$ cat src/rtl/mvm_pkg.sv
// Shared constants and state encoding for the 3x3 matrix-vector host endpoint.
package mvm_pkg;

  localparam int N      = 3;
  localparam int DIN_W  = 8;
  localparam int DOUT_W = 16;
  localparam int W      = N * N + N;

  // Pointer widths: send pointer spans 0..W-1, receive pointer spans 0..N-1.
  localparam int SPTR_W = 4;
  localparam int RPTR_W = 2;
  localparam int LAT_W  = 16;

  typedef enum logic [1:0] {
    IDLE = 2'd0,
    SEND = 2'd1,
    RECV = 2'd2,
    DONE = 2'd3
  } state_e;

endpackage

$ cat src/rtl/mvm3_host.sv
// Host endpoint: buffers one 3x3 job, streams it out, collects 3 results.
//
// Handshake semantics (both streams): a word moves on every rising edge where
// valid && ready are both high. The master side (m_valid/data_out) never drops
// valid or changes data while ready is low. The slave side only raises s_ready
// in RECV, so s_valid at any other time is simply not consumed.
module mvm3_host
  import mvm_pkg::*;
(
  input  logic                clk,
  input  logic                reset,
  input  logic                wr_en,
  input  logic [SPTR_W-1:0]   wr_addr,
  input  logic [DIN_W-1:0]    wr_data,
  input  logic                start,
  output logic                m_valid,
  input  logic                m_ready,
  output logic [DIN_W-1:0]    data_out,
  input  logic                s_valid,
  output logic                s_ready,
  input  logic [DOUT_W-1:0]   data_in,
  output logic                busy,
  output logic                done,
  input  logic [RPTR_W-1:0]   rd_addr,
  output logic [DOUT_W-1:0]   rd_data,
  output logic [LAT_W-1:0]    lat_cycles,
  output logic [1:0]          state_dbg
);

  state_e              state_q, state_d;
  logic [SPTR_W-1:0]   send_ptr_q, send_ptr_d;
  logic [RPTR_W-1:0]   recv_ptr_q, recv_ptr_d;
  logic                m_valid_q, m_valid_d;
  logic [DIN_W-1:0]    data_out_q, data_out_d;
  logic                s_ready_q, s_ready_d;
  logic [LAT_W-1:0]    lat_q, lat_d;
  logic [DIN_W-1:0]    buf_q [0:W-1];
  logic [DIN_W-1:0]    buf_d [0:W-1];
  logic [DOUT_W-1:0]   res_q [0:N-1];
  logic [DOUT_W-1:0]   res_d [0:N-1];

  logic                idle_or_done;
  logic                wr_ok;
  logic                start_ok;
  logic                m_xfer;
  logic                s_xfer;

  assign idle_or_done = (state_q == IDLE) || (state_q == DONE);
  assign wr_ok        = wr_en && idle_or_done && (wr_addr < SPTR_W'(W));
  assign start_ok     = start && idle_or_done;
  assign m_xfer       = m_valid_q && m_ready;
  assign s_xfer       = s_valid && s_ready_q;

  // Next-state, datapath and handshake control.
  always_comb begin
    state_d    = state_q;
    send_ptr_d = send_ptr_q;
    recv_ptr_d = recv_ptr_q;
    m_valid_d  = m_valid_q;
    data_out_d = data_out_q;
    s_ready_d  = s_ready_q;
    lat_d      = lat_q;
    buf_d      = buf_q;
    res_d      = res_q;

    // The write is applied before start samples word 0, so a same-cycle
    // write to address 0 is what goes out first.
    if (wr_ok) begin
      buf_d[wr_addr] = wr_data;
    end

    case (state_q)
      IDLE, DONE: begin
        if (start_ok) begin
          state_d    = SEND;
          send_ptr_d = '0;
          recv_ptr_d = '0;
          m_valid_d  = 1'b1;
          data_out_d = buf_d[0];
          s_ready_d  = 1'b0;
          lat_d      = '0;
        end
      end
      SEND: begin
        if (m_xfer) begin
          if (send_ptr_q == SPTR_W'(W - 1)) begin
            state_d    = RECV;
            m_valid_d  = 1'b0;
            data_out_d = '0;
            s_ready_d  = 1'b1;
            recv_ptr_d = '0;
          end else begin
            send_ptr_d = send_ptr_q + SPTR_W'(1);
            data_out_d = buf_q[send_ptr_q + SPTR_W'(1)];
          end
        end
      end
      RECV: begin
        if (s_xfer) begin
          res_d[recv_ptr_q] = data_in;
          if (recv_ptr_q == RPTR_W'(N - 1)) begin
            state_d   = DONE;
            s_ready_d = 1'b0;
          end else begin
            recv_ptr_d = recv_ptr_q + RPTR_W'(1);
          end
        end
      end
      default: begin
        state_d = IDLE;
      end
    endcase

    // Latency counts every cycle spent in SEND or RECV and sticks at all-ones.
    if (!start_ok && (state_q == SEND || state_q == RECV) && (lat_q != '1)) begin
      lat_d = lat_q + LAT_W'(1);
    end
  end

  // State, pointers, handshake outputs and counters; reset abandons any job.
  always_ff @(posedge clk or negedge reset) begin
    if (!reset) begin
      state_q    <= IDLE;
      send_ptr_q <= '0;
      recv_ptr_q <= '0;
      m_valid_q  <= 1'b0;
      data_out_q <= '0;
      s_ready_q  <= 1'b0;
      lat_q      <= '0;
    end else begin
      state_q    <= state_d;
      send_ptr_q <= send_ptr_d;
      recv_ptr_q <= recv_ptr_d;
      m_valid_q  <= m_valid_d;
      data_out_q <= data_out_d;
      s_ready_q  <= s_ready_d;
      lat_q      <= lat_d;
    end
  end

  // Job buffer and result registers, cleared asynchronously with the FSM.
  always_ff @(posedge clk or negedge reset) begin
    if (!reset) begin
      for (int i = 0; i < W; i++) buf_q[i] <= '0;
      for (int i = 0; i < N; i++) res_q[i] <= '0;
    end else begin
      for (int i = 0; i < W; i++) buf_q[i] <= buf_d[i];
      for (int i = 0; i < N; i++) res_q[i] <= res_d[i];
    end
  end

  assign m_valid    = m_valid_q;
  assign data_out   = data_out_q;
  assign s_ready    = s_ready_q;
  assign busy       = (state_q == SEND) || (state_q == RECV);
  assign done       = (state_q == DONE);
  assign lat_cycles = lat_q;
  assign state_dbg  = state_q;
  assign rd_data    = (rd_addr < RPTR_W'(N)) ? res_q[rd_addr] : '0;

endmodule

$ cat config.mk
export PLATFORM = sky130hd
export DESIGN_NAME = mvm3_host
export DESIGN_NICKNAME = d
export VERILOG_FILES = /design/src/rtl/mvm_pkg.sv /design/src/rtl/mvm3_host.sv
export SDC_FILE = /design/constraint.sdc
export NUM_CORES = 1
export LEC_CHECK = 0
export ABC_CLOCK_PERIOD_IN_PS = 3510
export BUFFER_PORTS_ARGS = -buffer_cell sky130_fd_sc_hd__buf_2
export CORE_UTILIZATION = 45
export DETAILED_ROUTE_END_ITERATION = 7
export HOLD_SLACK_MARGIN = 0.05
export PLACE_DENSITY = 0.62
export SYNTH_ARGS = -nofsm -noshare
export SYNTH_HDL_FRONTEND = slang
export SYNTH_SLANG_ARGS = --single-unit
$ cat constraint.sdc
create_clock -name clk -period 3.51 [get_ports clk]
set_input_delay 0 -clock clk [delete_from_list [all_inputs] [get_ports clk]]
set_output_delay 0 -clock clk [all_outputs]
set_load 0.005 [all_outputs]
; ---- After elaboration in Yosys (flattened, before gate mapping)
; Index checks and enable logic that the tools add are counted.
[word_totals]
ff_bits = 178
[classes]
addsub = 3
order_cmp = 8
n_eq_ne = 13
n_mux = 47
n_bitwise = 4
n_reduce_logical = 24
[op_table]
columns = cell, count
row1 = $mux W16, 7
row2 = $bwmux W96, 1
row3 = $mux W96, 1
row4 = $bwmux W48, 1
row5 = $mux W8, 6
row6 = $bmux W16 S2, 1
row7 = $bmux W8 S4, 1
row8 = $demux W16 S2, 1
row9 = $demux W8 S4, 1
row10 = $mux W2, 10
row11 = $add A16 B1 Y16 const B, 1
row12 = $ne A16 B16 Y1 const B, 1
row13 = $pmux W8 S2, 1
row14 = $ne A2 B2 Y1 const B, 7
row15 = $mux W4, 3
row16 = $pmux W2 S3, 2
row17 = $ge A5 B5 Y1 const B, 2
row18 = $not A4 Y5, 2
row19 = $reduce_and A5 Y1, 2
row20 = $logic_and A1 B1 Y1, 9
row21 = $mux W1, 8
row22 = $pmux W4 S2, 1
row23 = $reduce_and A4 Y1, 2
row24 = $eq A2 B2 Y1 const B, 3
row25 = other kinds (19), 25

; ---- Longest topological paths before layout
[depth]
depth_word = 9
mapped_depth = 8
depth_no_buf = 7

; ---- Worst setup path before layout
; OpenSTA, ideal clock, no wires.
[synth_timing]
path_type = flip-flop to flip-flop
from = register state_q[0] (netlist: state_dbg[0])
to = register buf_q[24] (netlist name)
setup_time_ps = 125
arrival_ps = 1991
t_required_ps = 3385
path_slack_ps = 1394
path_stages_with_launch = 7
synth_period_minus_slack_ps = 2116
cell_sequence = dfrtp_1 > inv_1 > ha_1 > buf_2 > nand4b_1 > nor3_2 > mux2_2
[synth_between]
elab_chain_len = 4
word_cells_on_any_way = 5
classes_between = eq/ne (1) / reduce/logical (4)
[synth_rtl]
columns = element, line_no
row1 = from (decl), mvm3_host.sv:30  ; state_e state_q, state_d;
row2 = from (signal assigned), mvm3_host.sv:131  ; state_q <= state_d;
row3 = $eq A2 B2 Y1 / $logic_not A2 Y1 (equally long branches), mvm3_host.sv:48  ; assign idle_or_done = (state_q == IDLE) || (state_q == DONE);
row4 = $logic_or A1 B1 Y1 (*), mvm3_host.sv:48
row5 = $logic_and A1 B1 Y1 (*) (2 in series), mvm3_host.sv:49  ; assign wr_ok = wr_en && idle_or_done && (wr_addr < SPTR_W'(W));
row6 = to (decl), mvm3_host.sv:37  ; logic [DIN_W-1:0] buf_q [0:W-1];
; Every way passes the cells marked *; elsewhere a longest branch is shown, timed or not.
; A chain may end at the register's enable or synchronous reset.

; ---- Worst setup path in the final report
[layout_timing]
from = register state_q[0] (netlist: state_dbg[0])
to = register data_out_q[2] (netlist: data_out[2])
[layout_between]
elab_chain_len = 7
word_cells_on_any_way = 15
classes_between = eq/ne (4) / mux (3) / reduce/logical (8)
[layout_rtl]
columns = element, line_no
row1 = $eq A2 B2 Y1 / $logic_not A2 Y1 (equally long branches), "mvm3_host.sv:48, mvm3_host.sv:72"
row2 = $logic_or A1 B1 Y1, mvm3_host.sv:48
row3 = $logic_and A1 B1 Y1 (2 in series), mvm3_host.sv:49
row4 = $mux W96, mvm3_host.sv:68  ; if (wr_ok) begin
row5 = $mux W8, mvm3_host.sv:74  ; if (start_ok) begin
row6 = $pmux W8 S2, mvm3_host.sv:72  ; case (state_q)
row7 = to (signal assigned), mvm3_host.sv:135  ; data_out_q <= data_out_d;
row8 = to (decl), mvm3_host.sv:34  ; logic [DIN_W-1:0] data_out_q, data_out_d;
; Parallel ways exist; a longest one is shown, timed or not. The select of a mux whose other input is x is not followed.

==> metrics.md <==
| Metric | Value |
|---|---|
| Status | `complete, but fails checks` |
| Failing checks | `DRC` |
| Worst-Margin Slew | `0.852 ns` |
| Die width | `around 140 µm` |
| CTS sink cnt | `between 150 and 200` |
| # DRC | `8` |
| Hold path startpoint | `s_valid` |
| Final Util | `54.6%` |
| Leak | `approximately 4.6 nW` |
| CP Class | `flip-flop to flip-flop` |
| Hold Path Stages | `5` |
| Worst slew margin | `a little over two fifths` |
| Reg2Reg Launch Point | `state_dbg[0]` |
| Initial drt markers | `279` |
| WP depth | `7` |
| Fin cells | `around 1,000` |
| Cell Pwr Density | `797 nW/µm²` |
| Detailed Place HPWL | `approximately 12 mm` |
| Most frequent cells in the layout | `dfrtp_1 (178), mux2_2 (136), buf_2 (80)` |
| DR WL/cell | `between 15 and 20 µm` |
| Placed cell count | `roughly 920` |
| Max Cap Viol | `0` |
| Post-synthesis sequential area ratio | `53.0%` |
| Crit-path cells | `inv_1, ha_1, and4bb_2, nand2_1, mux2i_1, o221ai_1, o22a_1` |
| Final setup vio count | `0` |
| Grt total ovfl | `0` |
| Area Growth Syn to Fin | `17.8%` |
| Layout Skew | `0.0113 ns` |
| Layout Nets | `782` |
| Clk pin slew, worst setup/hold paths | `0.07 ns` |
| IO Port Bufs | `between 80 and 90` |
| Die Area | `about 19,000 µm²` |
| CP max stage cell | `ha_1` |
| Drt first pass iters | `8` |
| Clock buffer count from CTS | `17` |
| CP required | `roughly 3.8 ns` |
| Setup TNS Final | `0 ns` |
| Min Clock Period, post-route | `around 2.5 ns` |
| Crit share post-route | `a little under three quarters` |
| Most used DFF post-synth | `dfrtp_1` |
| CP max stage delay | `between 0.5 and 0.6 ns` |
| Root Driver | `clkbuf_16` |
| Syn_area_per_cell | `13.3 µm²` |
| EDFF count, synth | `0` |
| Worst hold path class | `input port to flip-flop` |
| # diodes | `0` |
| CTS tree | `built` |
| Mapped Cells | `around 630` |
| Crit-path max FO | `13` |
| Commonest non-fill, non-tap cell in the layout | `dfrtp_1` |
| Core area | `18,100 µm²` |
| Vias per cell | `roughly 5.6` |
| Critical Path Start Type | `flip-flop` |
| Row cnt | `roughly 50` |
| Worst VDD drop | `about 0.0004 V` |
| Critical path's top delay family | `simple AND/OR/NAND/NOR gates` |
| RSZ-0062 raised after global routing | `no` |
| WL final | `18.1 mm` |
| Initial antenna violation count | `0` |
| Largest net degree at the start of global routing | `95` |
| Syn_nets | `just under 700` |
| Routed Antenna Nets | `0` |
| Final WS setup | `~1 ns` |
| Syn Std Cell Area | `8410 µm²` |
| Clk buf depth | `2` |
| Worst hold margin | `roughly 0.12 ns` |
| First-pass GRT wire length | `between 30 and 40 mm` |
| Post-CTS setup buffer count | `0` |
| Synthesis Warnings | `0` |
| Placer Congestion | `roughly 0.8` |
| Via count | `5,525` |
| Arrival time worst endpoint | `between 2 and 3 ns` |
| Yosys cell types | `52` |
| Slew Viols, Final | `0` |
| Synth async-reset ratio | `100%` |
| Fmax | `~0.40 GHz` |
| Worst Reg-to-Reg Cells | `7` |
| Fill cells | `1,503` |
| Die H | `about 140 µm` |
| Initial Util | `~46%` |
| I/O pins | `82` |
| CTS H-tree lvls | `4` |
| PostCTS Resize Cnt | `0` |
| Yosys reg bits | `approximately 180` |
| Critical Path Start | `state_dbg[0]` |
| Bufs and invs on worst path | `1` |
| Worst Setup End Kind | `flip-flop` |
| Final hold violations | `0` |
| Worst slack at placement | `between 0.9 and 1 ns` |
| Vias in the first global route | `between 5,000 and 6,000` |
| Worst-Skew Late Latency | `between 0.4 and 0.5 ns` |
| Aggregate global-route resource usage | `just over 20%` |
| Layout cells sized above 1 | `between 30% and 40%` |
## path summary, 6_finish.rpt
kind / to / slack (ns)
max in group asynchronous: buf_q[84] / 2.32
min in group asynchronous: res_q[37] / 0.20
hold / removal: recv_ptr_q[0] / 0.12
setup reg to reg: data_out[2] / 0.99
setup / recovery: data_out[2] / 0.99
hold reg to reg: buf_q[45] / 0.50
## layout make-up
| cell class | instances | area (µm²) | share of cell area (%) |
|---|---|---|---|
| clock buffers | 17 | 425 | 4.30 |
| repair buffers | 118 | 767 | 7.75 |
| clock inverters | 15 | 183 | 1.84 |
| inverters | 19 | 71.3 | 0.720 |
| multi-input cells | 403 | 3710 | 37.5 |
| flip-flops and latches | 178 | 4450 | 45.0 |
| well taps | 229 | 287 | 2.89 |
## flip-flops by register name, indices dropped and copies added, names as in the netlist
signal,count
buf_q,96
res_q,48
lat_cycles,16
data_out,8
send_ptr_q,4
recv_ptr_q,2
state_dbg,2
m_valid,1
s_ready,1
## power by group
group	internal [mW]	switching, mW
combinational	1.46	1.28
sequential	2.82	0.447
clock	0.969	0.918
total	5.25	2.64
## worst min-delay path, cell delays in order
cell	delay (ns)
buf_2	0.12
nand2_1	0.06
a221o_1	0.19
nand2_1	0.07
nand3_1	0.06
## logic make-up (layout without fill, tap and decap cells)
| logic type | count (synthesis) | count (layout) | synth area share (%) |
|---|---|---|---|
| flops | 178 | 178 | 53.0 |
| simple gates | 111 | 111 | 6.77 |
| fa+ha+maj | 9 | 9 | 1.34 |
| mux | 196 | 196 | 29.1 |
| buf+inv | 53 | 169 | 2.81 |
| compound gates | 80 | 80 | 6.18 |
| xor+xnor | 7 | 7 | 0.819 |
## repair_timing
item,4_1_cts,5_1_grt
hold buffers,26,0
setup endpoints to repair,0,0
hold endpoints to repair,235,0
## synthesized netlist by cell type, types with 9 or more instances
library cell  instances  area share (%)
dfrtp_1             178              53
mux2_2              136              18
nand2_1              42             1.9
mux2i_1              35             4.2
o21ai_0              30             1.8
mux4_2               24             6.4
clkbuf_1             18            0.80
inv_1                18            0.80
nor2_1               16            0.71
nand3_1              13            0.77
buf_2                12            0.71
o21ai_1              10            0.60
ha_1                  9             1.3
nor2b_1               9            0.67
## per-layer routing
metal | GRT usage [%] | routed length (µm) | up-vias
li1 | - | - | 2526
met1 | 26.4 | 8060 | 2866
met2 | 34.3 | 9200 | 111
met3 | 4.14 | 600 | 22
met4 | 6.96 | 283 | 0
met5 | 0 | 0 | -
## stage by stage
step / instance area, µm² / power (mW)
finish: 9900 / 7.89
global route: 9900 / 8.43
CTS: 9900 / 7.98
detailed placement: 9030 / 6.05
global placement: 9030 / 5.88
floorplan: 8410 / 5.25
Note: power is estimated with default switching activity, not from simulation.
